<file path="config.mk">
export PLATFORM = sky130hd
export DESIGN_NAME = s2p_seg_rx_flat
export DESIGN_NICKNAME = d
export VERILOG_FILES = /design/src/rtl/s2p_seg_rx_pkg.sv /design/src/rtl/s2p_seg_rx_if.sv /design/src/rtl/s2p_seg_rx_sync_edge.sv /design/src/rtl/s2p_seg_rx.sv /design/src/flat_wrapper.sv
export SDC_FILE = /design/constraint.sdc
export NUM_CORES = 1
export LEC_CHECK = 0
export ABC_AREA = 1
export CORE_MARGIN = 3
export CORE_UTILIZATION = 31
export DETAILED_ROUTE_END_ITERATION = 10
export SLEW_MARGIN = 20
export SYNTH_ARGS = -nofsm -noshare
export SYNTH_HDL_FRONTEND = slang
export SYNTH_SLANG_ARGS = --single-unit
</file>
<file path="constraint.sdc">
create_clock -name clk -period 1.45 [get_ports clk]
set_input_delay 0.145 -clock clk [delete_from_list [all_inputs] [get_ports clk]]
set_output_delay 0.145 -clock clk [all_outputs]
set_load 0.005 [all_outputs]
</file>
<file path="src/rtl/s2p_seg_rx_pkg.sv">
// Shared definitions for the segment-link serial-to-parallel receiver.
package s2p_seg_rx_pkg;

   localparam int FRAME_W_DEF     = 64;
   localparam int SYNC_STAGES_DEF = 2;

   typedef enum logic [1:0] {
      ST_IDLE  = 2'd0,
      ST_SHIFT = 2'd1,
      ST_FULL  = 2'd2
   } state_t;

   // Levels the link lines rest at while the link is idle
   localparam logic IDLE_S_CLK  = 1'b0;
   localparam logic IDLE_S_CLRN = 1'b1;
   localparam logic IDLE_SIN    = 1'b0;
   localparam logic IDLE_S_EN   = 1'b0;

   // Bit counter width: must be able to hold FRAME_W itself
   function automatic int cnt_w(input int w);
      return $clog2(w) + 1;
   endfunction

endpackage

</file>
<file path="src/rtl/s2p_seg_rx_if.sv">
// Link lines in, reconstructed frame and status out.
interface s2p_seg_rx_if
   import s2p_seg_rx_pkg::*;
#(
   parameter int FRAME_W = FRAME_W_DEF
);
   localparam int CW = cnt_w(FRAME_W);

   logic               s_clk;
   logic               s_clrn;
   logic               sin;
   logic               s_en;
   logic [FRAME_W-1:0] P_Data;
   logic               valid;
   logic               frame_err;
   logic [CW-1:0]      bit_cnt;
   logic               busy;

   modport master (
      output s_clk, s_clrn, sin, s_en,
      input  P_Data, valid, frame_err, bit_cnt, busy
   );

   modport slave (
      input  s_clk, s_clrn, sin, s_en,
      output P_Data, valid, frame_err, bit_cnt, busy
   );

endinterface

</file>
<file path="src/rtl/s2p_seg_rx_sync_edge.sv">
// Multi-flop synchronizer with rising-edge detect on the synchronized output.
module sync_edge #(
   parameter int   STAGES = 2,
   parameter logic INIT   = 1'b0
) (
   input  logic clk,
   input  logic rst,
   input  logic d,
   output logic q,
   output logic rise
);

   logic [STAGES-1:0] sync_q;
   logic              last_q;

   // Shift the raw input through the chain; keep one extra stage for edge detect
   always_ff @(posedge clk) begin
      if (!rst) begin
         sync_q <= {STAGES{INIT}};
         last_q <= INIT;
      end else begin
         sync_q <= {sync_q[STAGES-2:0], d};
         last_q <= sync_q[STAGES-1];
      end
   end

   assign q    = sync_q[STAGES-1];
   assign rise = sync_q[STAGES-1] & ~last_q;

endmodule

</file>
<file path="src/rtl/s2p_seg_rx.sv">
// Segment-link receiver: oversamples the link, shifts MSB first, latches on s_en.
//
// state    | meaning
// ST_IDLE  | no bits since last clear/latch
// ST_SHIFT | receiving, fewer than FRAME_W bits so far
// ST_FULL  | FRAME_W bits held; further s_clk rises are overruns
module s2p_seg_rx
   import s2p_seg_rx_pkg::*;
#(
   parameter int FRAME_W     = FRAME_W_DEF,
   parameter int SYNC_STAGES = SYNC_STAGES_DEF
) (
   input  logic         clk,
   input  logic         rst,
   s2p_seg_rx_if.slave  bus
);

   localparam int            CW       = cnt_w(FRAME_W);
   localparam logic [CW-1:0] CNT_FULL = CW'(FRAME_W);

   logic clk_sync, clk_rise;
   logic clrn_sync, clrn_rise_unused;
   logic sin_sync, sin_rise_unused;
   logic en_sync_unused, en_rise;

   sync_edge #(.STAGES(SYNC_STAGES), .INIT(IDLE_S_CLK)) u_sync_clk (
      .clk(clk), .rst(rst), .d(bus.s_clk), .q(clk_sync), .rise(clk_rise));
   sync_edge #(.STAGES(SYNC_STAGES), .INIT(IDLE_S_CLRN)) u_sync_clrn (
      .clk(clk), .rst(rst), .d(bus.s_clrn), .q(clrn_sync), .rise(clrn_rise_unused));
   sync_edge #(.STAGES(SYNC_STAGES), .INIT(IDLE_SIN)) u_sync_sin (
      .clk(clk), .rst(rst), .d(bus.sin), .q(sin_sync), .rise(sin_rise_unused));
   sync_edge #(.STAGES(SYNC_STAGES), .INIT(IDLE_S_EN)) u_sync_en (
      .clk(clk), .rst(rst), .d(bus.s_en), .q(en_sync_unused), .rise(en_rise));

   state_t             state_q, state_d;
   logic [FRAME_W-1:0] sr_q, sr_d;
   logic [CW-1:0]      cnt_q, cnt_d;
   logic [FRAME_W-1:0] p_data_q, p_data_d;
   logic               valid_q, valid_d;
   logic               err_q, err_d;
   logic               do_shift;

   // State, shift register, counter and output registers
   always_ff @(posedge clk) begin
      if (!rst) begin
         state_q  <= ST_IDLE;
         sr_q     <= '0;
         cnt_q    <= '0;
         p_data_q <= '0;
         valid_q  <= 1'b0;
         err_q    <= 1'b0;
      end else begin
         state_q  <= state_d;
         sr_q     <= sr_d;
         cnt_q    <= cnt_d;
         p_data_q <= p_data_d;
         valid_q  <= valid_d;
         err_q    <= err_d;
      end
   end

   // Shift first, then latch from the shifted value, then apply clear
   always_comb begin
      state_d  = state_q;
      sr_d     = sr_q;
      cnt_d    = cnt_q;
      p_data_d = p_data_q;
      valid_d  = 1'b0;
      err_d    = err_q;
      do_shift = clk_rise && clrn_sync && (state_q != ST_FULL);

      if (do_shift) begin
         sr_d    = {sr_q[FRAME_W-2:0], sin_sync};
         cnt_d   = cnt_q + CW'(1);
         state_d = (cnt_d == CNT_FULL) ? ST_FULL : ST_SHIFT;
      end

      if (clk_rise && clrn_sync && (state_q == ST_FULL))
         err_d = 1'b1;

      if (en_rise) begin
         p_data_d = sr_d;
         valid_d  = 1'b1;
         if (cnt_d != CNT_FULL)
            err_d = 1'b1;
         sr_d     = '0;
         cnt_d    = '0;
         state_d  = ST_IDLE;
      end

      if (!clrn_sync) begin
         sr_d    = '0;
         cnt_d   = '0;
         state_d = ST_IDLE;
      end
   end

   assign bus.P_Data    = p_data_q;
   assign bus.valid     = valid_q;
   assign bus.frame_err = err_q;
   assign bus.bit_cnt   = cnt_q;
   assign bus.busy      = (state_q != ST_IDLE);

endmodule
</file>
<file path="src/flat_wrapper.sv">
// flat-port wrapper written by rule: the top's interface ports become plain ports
module s2p_seg_rx_flat import s2p_seg_rx_pkg::*;
#(
   parameter int FRAME_W     = FRAME_W_DEF,
   parameter int SYNC_STAGES = SYNC_STAGES_DEF
)
  (clk, rst, bus_s_clk, bus_s_clrn, bus_sin, bus_s_en, bus_P_Data, bus_valid, bus_frame_err, bus_bit_cnt, bus_busy);
  s2p_seg_rx_if #(.FRAME_W(FRAME_W)) bus_i ();
  input  logic clk;
  input  logic rst;
  input wire logic [$bits(bus_i.s_clk)-1:0] bus_s_clk;
  input wire logic [$bits(bus_i.s_clrn)-1:0] bus_s_clrn;
  input wire logic [$bits(bus_i.sin)-1:0] bus_sin;
  input wire logic [$bits(bus_i.s_en)-1:0] bus_s_en;
  output wire logic [$bits(bus_i.P_Data)-1:0] bus_P_Data;
  output wire logic [$bits(bus_i.valid)-1:0] bus_valid;
  output wire logic [$bits(bus_i.frame_err)-1:0] bus_frame_err;
  output wire logic [$bits(bus_i.bit_cnt)-1:0] bus_bit_cnt;
  output wire logic [$bits(bus_i.busy)-1:0] bus_busy;
  assign bus_i.s_clk = bus_s_clk;
  assign bus_i.s_clrn = bus_s_clrn;
  assign bus_i.sin = bus_sin;
  assign bus_i.s_en = bus_s_en;
  assign bus_P_Data = bus_i.P_Data;
  assign bus_valid = bus_i.valid;
  assign bus_frame_err = bus_i.frame_err;
  assign bus_bit_cnt = bus_i.bit_cnt;
  assign bus_busy = bus_i.busy;
  s2p_seg_rx #(.FRAME_W(FRAME_W), .SYNC_STAGES(SYNC_STAGES)) u_core (.clk(clk), .rst(rst), .bus(bus_i));
endmodule
</file>
# == Word-level counts from Yosys, hierarchy flattened ==
# Index checks and enable logic that the tools add are counted.
# W data, S select, Z words.
# totals
register_bits,149
input_bits,6
output_inout_bits,74
elab_cells,35
# classes
add_sub_neg,1
n_eq_ne,4
muxes,7
n_bitwise,6
n_reduce_logical,5
# ops
op,count
$mux W64,1
$add A7 B1 Y7 const B,1
$eq A7 B7 Y1 const B,1
$mux W7,1
$ne A7 B7 Y1 const B,1
$mux W1,4
$not A1 Y1,4
$logic_and A1 B1 Y1,3
$reduce_or A3 Y1,1
$and A1 B1 Y1,2
$eq A2 B2 Y1 const B,1
$mux W2,1
$ne A2 B2 Y1 const B,1
$reduce_bool A2 Y1,1

# == Longest topological paths before layout ==
# depth
ltp_word,8
mapped_depth,12
ltp_nobuf,12

# == By module ==
# From an unflattened synthesis, not the netlist that was laid out.
# unflattened
hier_cells,814
hier_area_um2,6144.6
# by_module_without_submodules
module,instances,cells_each,area_per_inst_um2,seq_area_each_um2
s2p_seg_rx,1,771,5778.0,2782.7
sync_edge (u_core.u_sync_clk ...),3,11,92.6,60.1
sync_edge (u_core.u_sync_clrn),1,10,88.8,60.1

# == Least setup slack after synthesis ==
# No wires, ideal clock.
# synth_timing
path_type,register to register
startpoint,"register u_core.cnt_q[0], in the netlist u_core.bus.bit_cnt[0]"
endpoint,register u_core.state_q[1]
setup_ns,0.128
arrival_ns,1.217
required_ns,1.322
path_slack_ns,0.105
stages_incl_launch_ff,9
path_buffers,0
period_less_slack_ns,1.345
cell_sequence,dfxtp_1 ha_1 nand3_1 o21ai_0 nand2_1 nand2_1 nor2_1 a21oi_1 nor2_1
# synth_between
elab_chain_cells,3
# synth_rtl
element,line_no,text
start: declaration,s2p_seg_rx.sv:37,"logic [CW-1:0] cnt_q, cnt_d;"
start signal: assignment,s2p_seg_rx.sv:55,cnt_q <= cnt_d;
$add A7 B1 Y7,s2p_seg_rx.sv:74,cnt_d = cnt_q + CW'(1);
$eq A7 B7 Y1,s2p_seg_rx.sv:75,state_d = (cnt_d == CNT_FULL) ? ST_FULL : ST_SHIFT;
$mux W2,s2p_seg_rx.sv:75,
end signal: assignment,s2p_seg_rx.sv:53,state_q <= state_d;
end: declaration,s2p_seg_rx.sv:35,"state_t state_q, state_d;"
# Every way passes these cells.
# A chain may end at the register's enable or synchronous reset.

# == Worst setup path in the final report ==
# layout_timing
startpoint,register u_core.u_sync_clk.sync_q[1]
endpoint,"register u_core.cnt_q[0], in the netlist u_core.bus.bit_cnt[0]"
# layout_between
elab_chain_cells,4
# layout_rtl
element,line_no,text
start: declaration,s2p_seg_rx_sync_edge.sv:13,logic [STAGES-1:0] sync_q;
start signal: assignment,s2p_seg_rx_sync_edge.sv:19,sync_q <= {STAGES{INIT}};
start signal: assignment,s2p_seg_rx_sync_edge.sv:22,"sync_q <= {sync_q[STAGES-2:0], d};"
$and A1 B1 Y1,s2p_seg_rx_sync_edge.sv:28,assign rise = sync_q[STAGES-1] & ~last_q;
$logic_and A1 B1 Y1 (2 in series),s2p_seg_rx.sv:70,do_shift = clk_rise && clrn_sync && (state_q != ST_FULL);
$mux W7,s2p_seg_rx.sv:72,if (do_shift) begin
# Every way passes these cells.

==> results.py <==
metrics = {
    "min_path": {
        "hold_depth": 3,
        "worstHoldStart": "rst",
        "worstHoldPathType": "in2reg",
        "hold_end": "u_core.u_sync_sin.sync_q[0]$_SDFF_PN0_",
    },
    "routing": {
        "via_per_inst": 4.55,
        "drt-initial-drc-count": 196,
        "wl_per_cell_um": 12.8,
        "via_count": 4704,
        "finalWirelength_um": 13300,
        "first_pass_iters": 4,
        "antenna_left": 0,
        "remaining_drc_errors": 0,
    },
    "placed_design": {
        "place_hpwl_um": 7760,
        "buffer_ports.inserted": 79,
        "gp_congestion": 0.795,
        "post-place-ws_ps": -72.1,
    },
    "clock_network": {
        "ctsHoldBuffers": 0,
        "cts_tree": "built",
        "worst_skew_pair.late_latency_ps": 410,
        "cts.sink_count": 149,
        "cts_buffers": 17,
        "cts_root_buf": "clkbuf_16",
        "clk_path_buf_depth": 2,
        "clk_pin_slew_ps": 60,
        "htree_levels": 4,
    },
    "grt": {
        "grt_util_all_layers_pct": 13.4,
        "grt_antenna_before_repair": 0,
        "grt_overflow": 0,
        "grt_pass1_vias": 4483,
        "grt_max_degree": 73,
        "grt_pass1_wl_um": 21500,
    },
    "critical_path": {
        "worstRegToRegCells": 11,
        "rrSetupSlack_ps": -70,
        "cp.required_ps": 1800,
        "start_kind": "flip-flop",
        "r2r_end": "u_core.bus.bit_cnt[0]$_SDFF_PP0_",
        "critPathArrivalTime_ps": 1860,
        "worst_setup_path_end_kind": "flip-flop",
        "worstReg2RegStart": "u_core.u_sync_clk.sync_q[1]$_SDFF_PN0_",
        "cp_max_fo": 7,
        "critPathKind": "reg2reg",
    },
    "synthesis": {
        "synth_most_common_cell": "dfxtp_1",
        "ys_top_cells_by_count": "149 x dfxtp_1, 148 x nand2_1, 83 x inv_1",
        "synth_top_area_share_pct": 53.7,
        "synth_ff_type": "dfxtp_1",
        "syn_area_mm2": 0.00555,
        "async_reset_ff_share_pct": 0,
        "syn-num-nets": 695,
        "synth_edf_count": 0,
        "synth_top_area_cell": "dfxtp_1",
        "syn_inst": 688,
        "syn_area_per_cell_um2": 8.07,
        "synth-seq-area-share_pct": 53.7,
        "synthTopCellsByArea": "dfxtp_1 54%, nand2_1 10%, o211ai_1 8.7%",
        "yosysWarningCount": 0,
        "synth.distinct_cells": 24,
        "ys_ff_latch": 149,
    },
    "final_layout": {
        "n_fill_cell": 1695,
        "syn_to_final_growth_pct": 45.7,
        "drive_gt1_share_pct": 22.1,
        "num_antenna_cells": 0,
        "nets": 804,
        "regArea_mm2": 0.00300,
        "multi_input_area_mm2": 0.00239,
    },
    "timing": {
        "max_slew_margin_pct": 74.8,
        "finalSetupViolations": 32,
        "slew_violations": 0,
        "timing.fmax_mhz": 660,
        "layout_min_cycle_time_ps": 1520,
        "clock_skew_ps": 11.9,
        "timing.final.hold_violations": 0,
        "fin_ws_ps": -65.6,
        "fin_crit_sh_pct": 105,
        "grt_setup_unrepaired": "true",
        "whs_ps": 60.1,
        "fin_tns_setup_ps": -727,
        "worst_pin_slew_ps": 378,
    },
    "die": {
        "dieHeight_um": 140,
        "die_area_mm2": 0.0196,
        "core_mm2": 0.0174,
        "die_x_um": 140,
        "io_pins": 80,
        "placement_rows": 48,
        "start_util_pct": 31.9,
    },
    "job": {
        "max_cap_viol_count": 0,
    },
    "pwr": {
        "p_leak_nw": 3.72,
        "ir_drop_v": 0.000820,
        "power_density_mw_per_mm2": 1230,
    },
    "outcome": {
        "status": "finished with violations",
        "violations": "setup timing",
    },
}
## registers in the layout, indices dropped and copies added, names as in the netlist
name	flops
u_core.bus.P_Data	64
u_core.bus.frame_err	1
u_core.bus.valid	1
u_core.u_sync_clrn.sync_q	2
u_core.u_sync_clk.last_q	1
u_core.u_sync_clk.sync_q	2
u_core.u_sync_en.sync_q	2
u_core.sr_q	64
u_core.u_sync_en.last_q	1
u_core.bus.bit_cnt	7
u_core.state_q	2
u_core.u_sync_sin.sync_q	2
## layout by cell type (no fill, tap or decap), drive strengths merged
master	Yosys	layout
bufbuf	0	1
nor2	44	44
bufinv	0	5
nand2	149	150
buf	25	51
o211ai	64	64
dlygate4sd2	0	10
inv	88	88
nand3	49	49
clkdlybuf4s50	0	55
clkbuf	19	25
a21oi	41	41
clkinv	0	3
nand4	2	2
xnor2	1	1
dfxtp	149	149
o21ai	28	28
ha	1	1
o21bai	1	1
dlymetal6s2s	0	13
or2	27	27
clkinvlp	0	1
## critical path, cell delays in order (launching register included)
cell and delay (ps):
dfxtp_2 340, nand2_2 70, nor2_4 130, buf_6 140, nand2_8 60, buf_8 140
buf_4 130, nand2_1 60, nand2_2 60, buf_4 130, buf_4 120, nor2_1 70
## cell families after synthesis
logic type | share of synthesized area, %
AOI/OAI and AO/OA | 15.0
xor gates and xnor gates | 0.158
adders and majority gates | 0.225
buffers and inverters | 9.78
DFF | 53.7
and+or+nand+nor | 21.1
## metrics by stage
stage	total power, mW	util [%]	instances	area (µm²)
after global placement	5.11	38.4	973	6690
final	9.92	46.5	1034	8090
after floorplan	4.76	-	688	5550
after CTS	9.98	43.9	1021	7650
after global routing	10.4	46.5	1034	8090
after detailed placement	5.11	38.4	973	6690
## power by group
group | internal, mW | total [mW] | switching [mW]
logic | 0.453 | 0.874 | 0.420
registers | 4.23 | 4.31 | 0.0782
clock network | 3.09 | 4.74 | 1.65
## worst max path at each step
stage / from / to / slack, ps / depth (start not counted)
floorplan: u_core.bus.bit_cnt[0]$_SDFF_PP0_ / u_core.state_q[1]$_SDFFE_PP0P_ / 100 / 8
CTS: u_core.u_sync_clrn.sync_q[1]$_SDFF_PN1_ / u_core.bus.P_Data[45]$_SDFFE_PN0P_ / -40 / 10
global route: u_core.u_sync_clk.last_q$_SDFF_PN0_ / u_core.bus.frame_err$_SDFF_PN0_ / -170 / 12
finish: u_core.u_sync_clk.sync_q[1]$_SDFF_PN0_ / u_core.bus.bit_cnt[0]$_SDFF_PP0_ / -70 / 11
global placement: u_core.state_q[1]$_SDFFE_PP0P_ / u_core.bus.frame_err$_SDFF_PN0_ / -9 / 10
detailed placement: u_core.state_q[1]$_SDFFE_PP0P_ / u_core.bus.frame_err$_SDFF_PN0_ / -70 / 10
## cell type report
type,instances,area share [%]
sequential,149,37.1
multi-input combinational,408,29.5
timing repair buffer,133,18.1
clock buffer,22,5.61
inverter,88,4.08
tap,225,3.48
clock inverter,9,2.18
## timing repair
action	in CTS	in global routing
gates cloned	3	4
gates resized for setup	62	86
pin swaps	4	12
setup endpoints to repair	66	95
buffers inserted	16	9
## per-layer routing
layer | routed length (µm) | track usage, %
met3 | 550 | 3.95
met4 | 140 | 3.67
met2 | 6210 | 21.8
met5 | 0 | 0
met1 | 6350 | 17.3
No activity file was read; power rests on OpenSTA's default activity.
==> patch 1: new RTL, same flow settings <==
The 3 states of `state_t` get a one-hot encoding in 3 bits.
--- a/src/rtl/s2p_seg_rx_pkg.sv
+++ b/src/rtl/s2p_seg_rx_pkg.sv
@@ -5,8 +5,8 @@
    localparam int SYNC_STAGES_DEF = 2;
 
-   typedef enum logic [1:0] {
-      ST_IDLE  = 2'd0,
-      ST_SHIFT = 2'd1,
-      ST_FULL  = 2'd2
+   typedef enum logic [2:0] {
+      ST_IDLE  = 3'b001,
+      ST_SHIFT = 3'b010,
+      ST_FULL  = 3'b100
    } state_t;
 
Behaviour: no difference found for any inputs over 10 cycles, from zero or initial values and one cycle with rst low; not proved beyond that.
==> patch 1 against the unedited design <==
  * Synthesized cell count is 0.15% higher
  * Wire length is 9.2% lower
  * Design area is 5.8% lower
  * Synthesized area is 0.83% higher
  * Worst setup slack better by 0.10 ns
  * Total power is 5.3% lower
  * Sequential cell count is 1 higher
  * Critical path depth is 2 lower
==> patch 1: results (changes against the unedited design) <==
| Metric | Value |
|---|---|
| Drt wl/cell | `11.8 um (-7.9%)` |
| Synthesized area per cell | `8.13 um^2 (+0.69%)` |
| Pin count of the biggest net entering global routing | `67 (-8.2%)` |
| CP Max Fanout | `9 (+2)` |
| R2r setup slk | `0.03 ns (+0.10 ns)` |
| Synth Area in Adders | `0.223% (-0.0019 points)` |
| Final period util | `97.7% (-6.9 points)` |
| Vias in the first global route | `4352 (-2.9%)` |
| Worst hold slack | `0.0611 ns (+0.000920 ns)` |
| Grt met1 use | `16.4% (-0.87 points)` |
| Syn_nets | `696 (+0.14%)` |
| Synth Area in Compound Gates | `15.6% (+0.64 points)` |
| Worst flop-to-flop path startpoint | `u_core.u_sync_clrn.sync_q[1]` |
| Final wirelength | `12000 um (-9.2%)` |
| DR pass1 iterations | `5 (+1)` |
| Largest delay share family, worst path | `simple AND/OR/NAND/NOR gates` |
| Met3 wire len | `588 um (+6.9%)` |
| Arrival @ worst endpoint | `1.72 ns (-0.14 ns)` |
| Post-DR vias/cell | `4.45 (-2.2%)` |
| VDD IR max | `877 uV (+7.0%)` |
| Met2 usage | `20.1% (-1.7 points)` |
| Sequential fraction of the synthesis area | `53.6% (-0.086 points)` |
| Synth cell count leaders | `150 x dfxtp_1, 149 x nand2_1, 85 x inv_1` |
| Worst reg-to-reg path cell count | `9 (-2)` |
| Synth area leaders | `dfxtp_1 54%, nand2_1 10%, o211ai_1 8.6%` |
| R2R Path End | `u_core.bus.P_Data[43]` |
| Outcome | `completed` |
| Switch share | `23.0% (+1.4 points)` |
| Worst-margin pin slew | `0.356 ns (-0.0226 ns)` |
| Nets@finish | `789 (-1.9%)` |
| Detailed placement HPWL | `7980 um (+2.9%)` |
| Routability Congestion | `0.775 (-2.6%)` |
| Fill cells | `1767 (+4.2%)` |
| Met2 Wirelength | `5540 um (-11%)` |
| DRT met1 WL | `5790 um (-8.9%)` |
-- patch 1: layout make-up --
class                   instances  share of cell area, %
flip-flops and latches        150                   39.7
multi-input cells             408                   28.6
repair buffers                118                   16.2
clock buffers                  20                   5.86
inverters                      87                   4.28
well taps                     225                   3.69
clock inverters                12                   1.71
-- patch 1: per-stage QoR --
step / utilization [%] / cell area (um^2)
detailed placement: 39.3 / 6870
finish: 43.6 / 7620
floorplan: - / 5600
global route: 43.6 / 7620
CTS: 42.7 / 7470
global placement: 39.3 / 6870
-- patch 1: power by group through the flow --
stage          sequential (uW)  combinational (uW)  clock, uW
2_1_floorplan             4420                 376          0
3_3_place_gp              4420                 772          0
3_5_place_dp              4420                 775          0
4_1_cts                   4340                 780       4420
5_1_grt                   4350                 868       4600
6_report                  4340                 776       4280
-- patch 1: worst min-delay path, stage by stage --
cell     delay, ns
buf_2         0.15
nand2_1       0.10
inv_1         0.04
==> patch 2: new RTL, config.mk and constraints unchanged <==
Without the edit above. `FRAME_W_DEF`: 64 -> 32.
--- a/src/rtl/s2p_seg_rx_pkg.sv
+++ b/src/rtl/s2p_seg_rx_pkg.sv
@@ -2,5 +2,5 @@
 package s2p_seg_rx_pkg;
 
-   localparam int FRAME_W_DEF     = 64;
+   localparam int FRAME_W_DEF     = 32;
    localparam int SYNC_STAGES_DEF = 2;
 
Ports: changed (resized bus_P_Data and bus_bit_cnt); port bits go from 80 to 47. No check against the original RTL was run, so the function may have changed too.
==> patch 2 against the unedited design <==
  * Clock skew is 0.0060 ns lower
  * Sequential cell count is 65 lower
  * Synthesized area is 39% lower
  * Sequential share of layout area is 2.1 points higher
  * Worst setup slack better by 0.10 ns
  * Clock power is 61% lower
  * Via count is 42% lower
  * Wire length is 48% lower
  * Global-route usage is 0.90 points lower
  * Hold slack better by 0.26 ns
  * First-iteration DRC count is 57% lower
  * Design area is 46% lower
  * Total power is 52% lower
  * Die area is 38% lower
  * Critical path type unchanged
  * Largest cell class unchanged
==> patch 2: results (changes against the unedited design) <==
| Metric | Value |
|---|---|
| Routability Congestion | `0.754 (-5.2%)` |
| Fill cells | `1112 (-34%)` |
| FF+latch area | `0.00170 mm^2 (-43%)` |
| # clk buffers | `10 (-55%)` |
| Arrival @ worst endpoint | `1.65 ns (-0.21 ns)` |
| Outcome | `completed` |
| Post-DR vias/cell | `4.19 (-7.8%)` |
| Pin count of the biggest net entering global routing | `49 (-33%)` |
| Clock transition at the registers of the reported paths | `0.08 ns (+0.02 ns)` |
| Dpl ws | `0.0354 ns (+0.108 ns)` |
| Synth area leaders | `dfxtp_1 50%, inv_1 11%, nand2_1 9.0%` |
| Ratio of cells with drive above 1 in the final layout | `11.1% (-11 points)` |
| Clk cell area share | `5.17% (-2.6 points)` |
| P_leak | `0.00205 uW (-45%)` |
| First-pass GRT wire length | `11800 um (-45%)` |
| Placed Instances | `629 (-35%)` |
| Final wirelength | `6890 um (-48%)` |
| Flop pwr share | `51.3% (+7.9 points)` |
| Synth cell count leaders | `97 x inv_1, 84 x dfxtp_1, 81 x nand2_1` |
| TritonCTS buffer count | `9 (-8)` |
| H-tree depth | `3 (-1)` |
| Combinational power | `447 uW (-49%)` |
| Non-clk bufs | `64 (-52%)` |
| FFs & Latches | `84 (-44%)` |
| Skew-Pair Late Insertion Delay | `0.35 ns (-0.06 ns)` |
| Area occupied by multi-input gates | `0.00120 mm^2 (-50%)` |
==> patch 2: cell types whose count changed in the layout (fill, tap and decap cells not counted), sizes merged, moves of 16 or more <==
cell and change:
a21oi -36, nand2 -63, dfxtp -65, or2 -25, nor2 +31, buf -33
o21a +16, nand3 -43, o211ai -48
==> patch 2: kinds of logic after synthesis <==
logic type	Yosys count	share of synthesized area (%)
and+or+nand+nor	176	21.5
DFF	84	49.8
adders and majority gates	1	0.370
buffers and inverters	122	15.2
AOI/OAI and AO/OA	71	12.9
xor gates and xnor gates	1	0.259
==> patch 2: per-stage QoR <==
step	total power, uW	cell area (um^2)
2_1_floorplan	2730	3380
3_3_place_gp	2920	4050
3_5_place_dp	2920	4050
4_1_cts	4790	4280
5_1_grt	4960	4330
6_report	4720	4330
==> patch 2: critical path: stages, from the launching register on <==
cell and delay [ns]:
dfxtp_2 0.33, inv_2 0.05, nand2_2 0.11, nand2_8 0.12, buf_4 0.17, nand2_1 0.06
nand2_1 0.08, nand2_1 0.06, nor2_1 0.08, nand3_1 0.11, nand2_1 0.08, nand2_1 0.04
==> patch 2: path summary, 6_finish.rpt <==
check	to	slack, ns	start	cells past startpoint
hold / removal	u_core.u_sync_en.sync_q[0]	0.32	bus_s_en	3
setup reg to reg	u_core.bus.frame_err	0.04	u_core.state_q[0]	11
hold reg to reg	u_core.u_sync_en.sync_q[1]	0.42	u_core.u_sync_en.sync_q[0]	2
setup / recovery	u_core.bus.frame_err	0.04	u_core.state_q[0]	11
==> patch 2: repair_timing <==
item,in CTS,in global routing
setup buffers,0,4
gates resized for setup,7,9
setup endpoints to repair,5,38
pin swaps,0,2
==> patch 2: layer usage <==
metal  up-vias  wire, um  GRT usage [%]
li1       1472         -              -
met5         -         0              0
met2        28      3360           21.5
met4         0       132           5.54
met1      1212      3180           14.7
met3         9       209           2.91
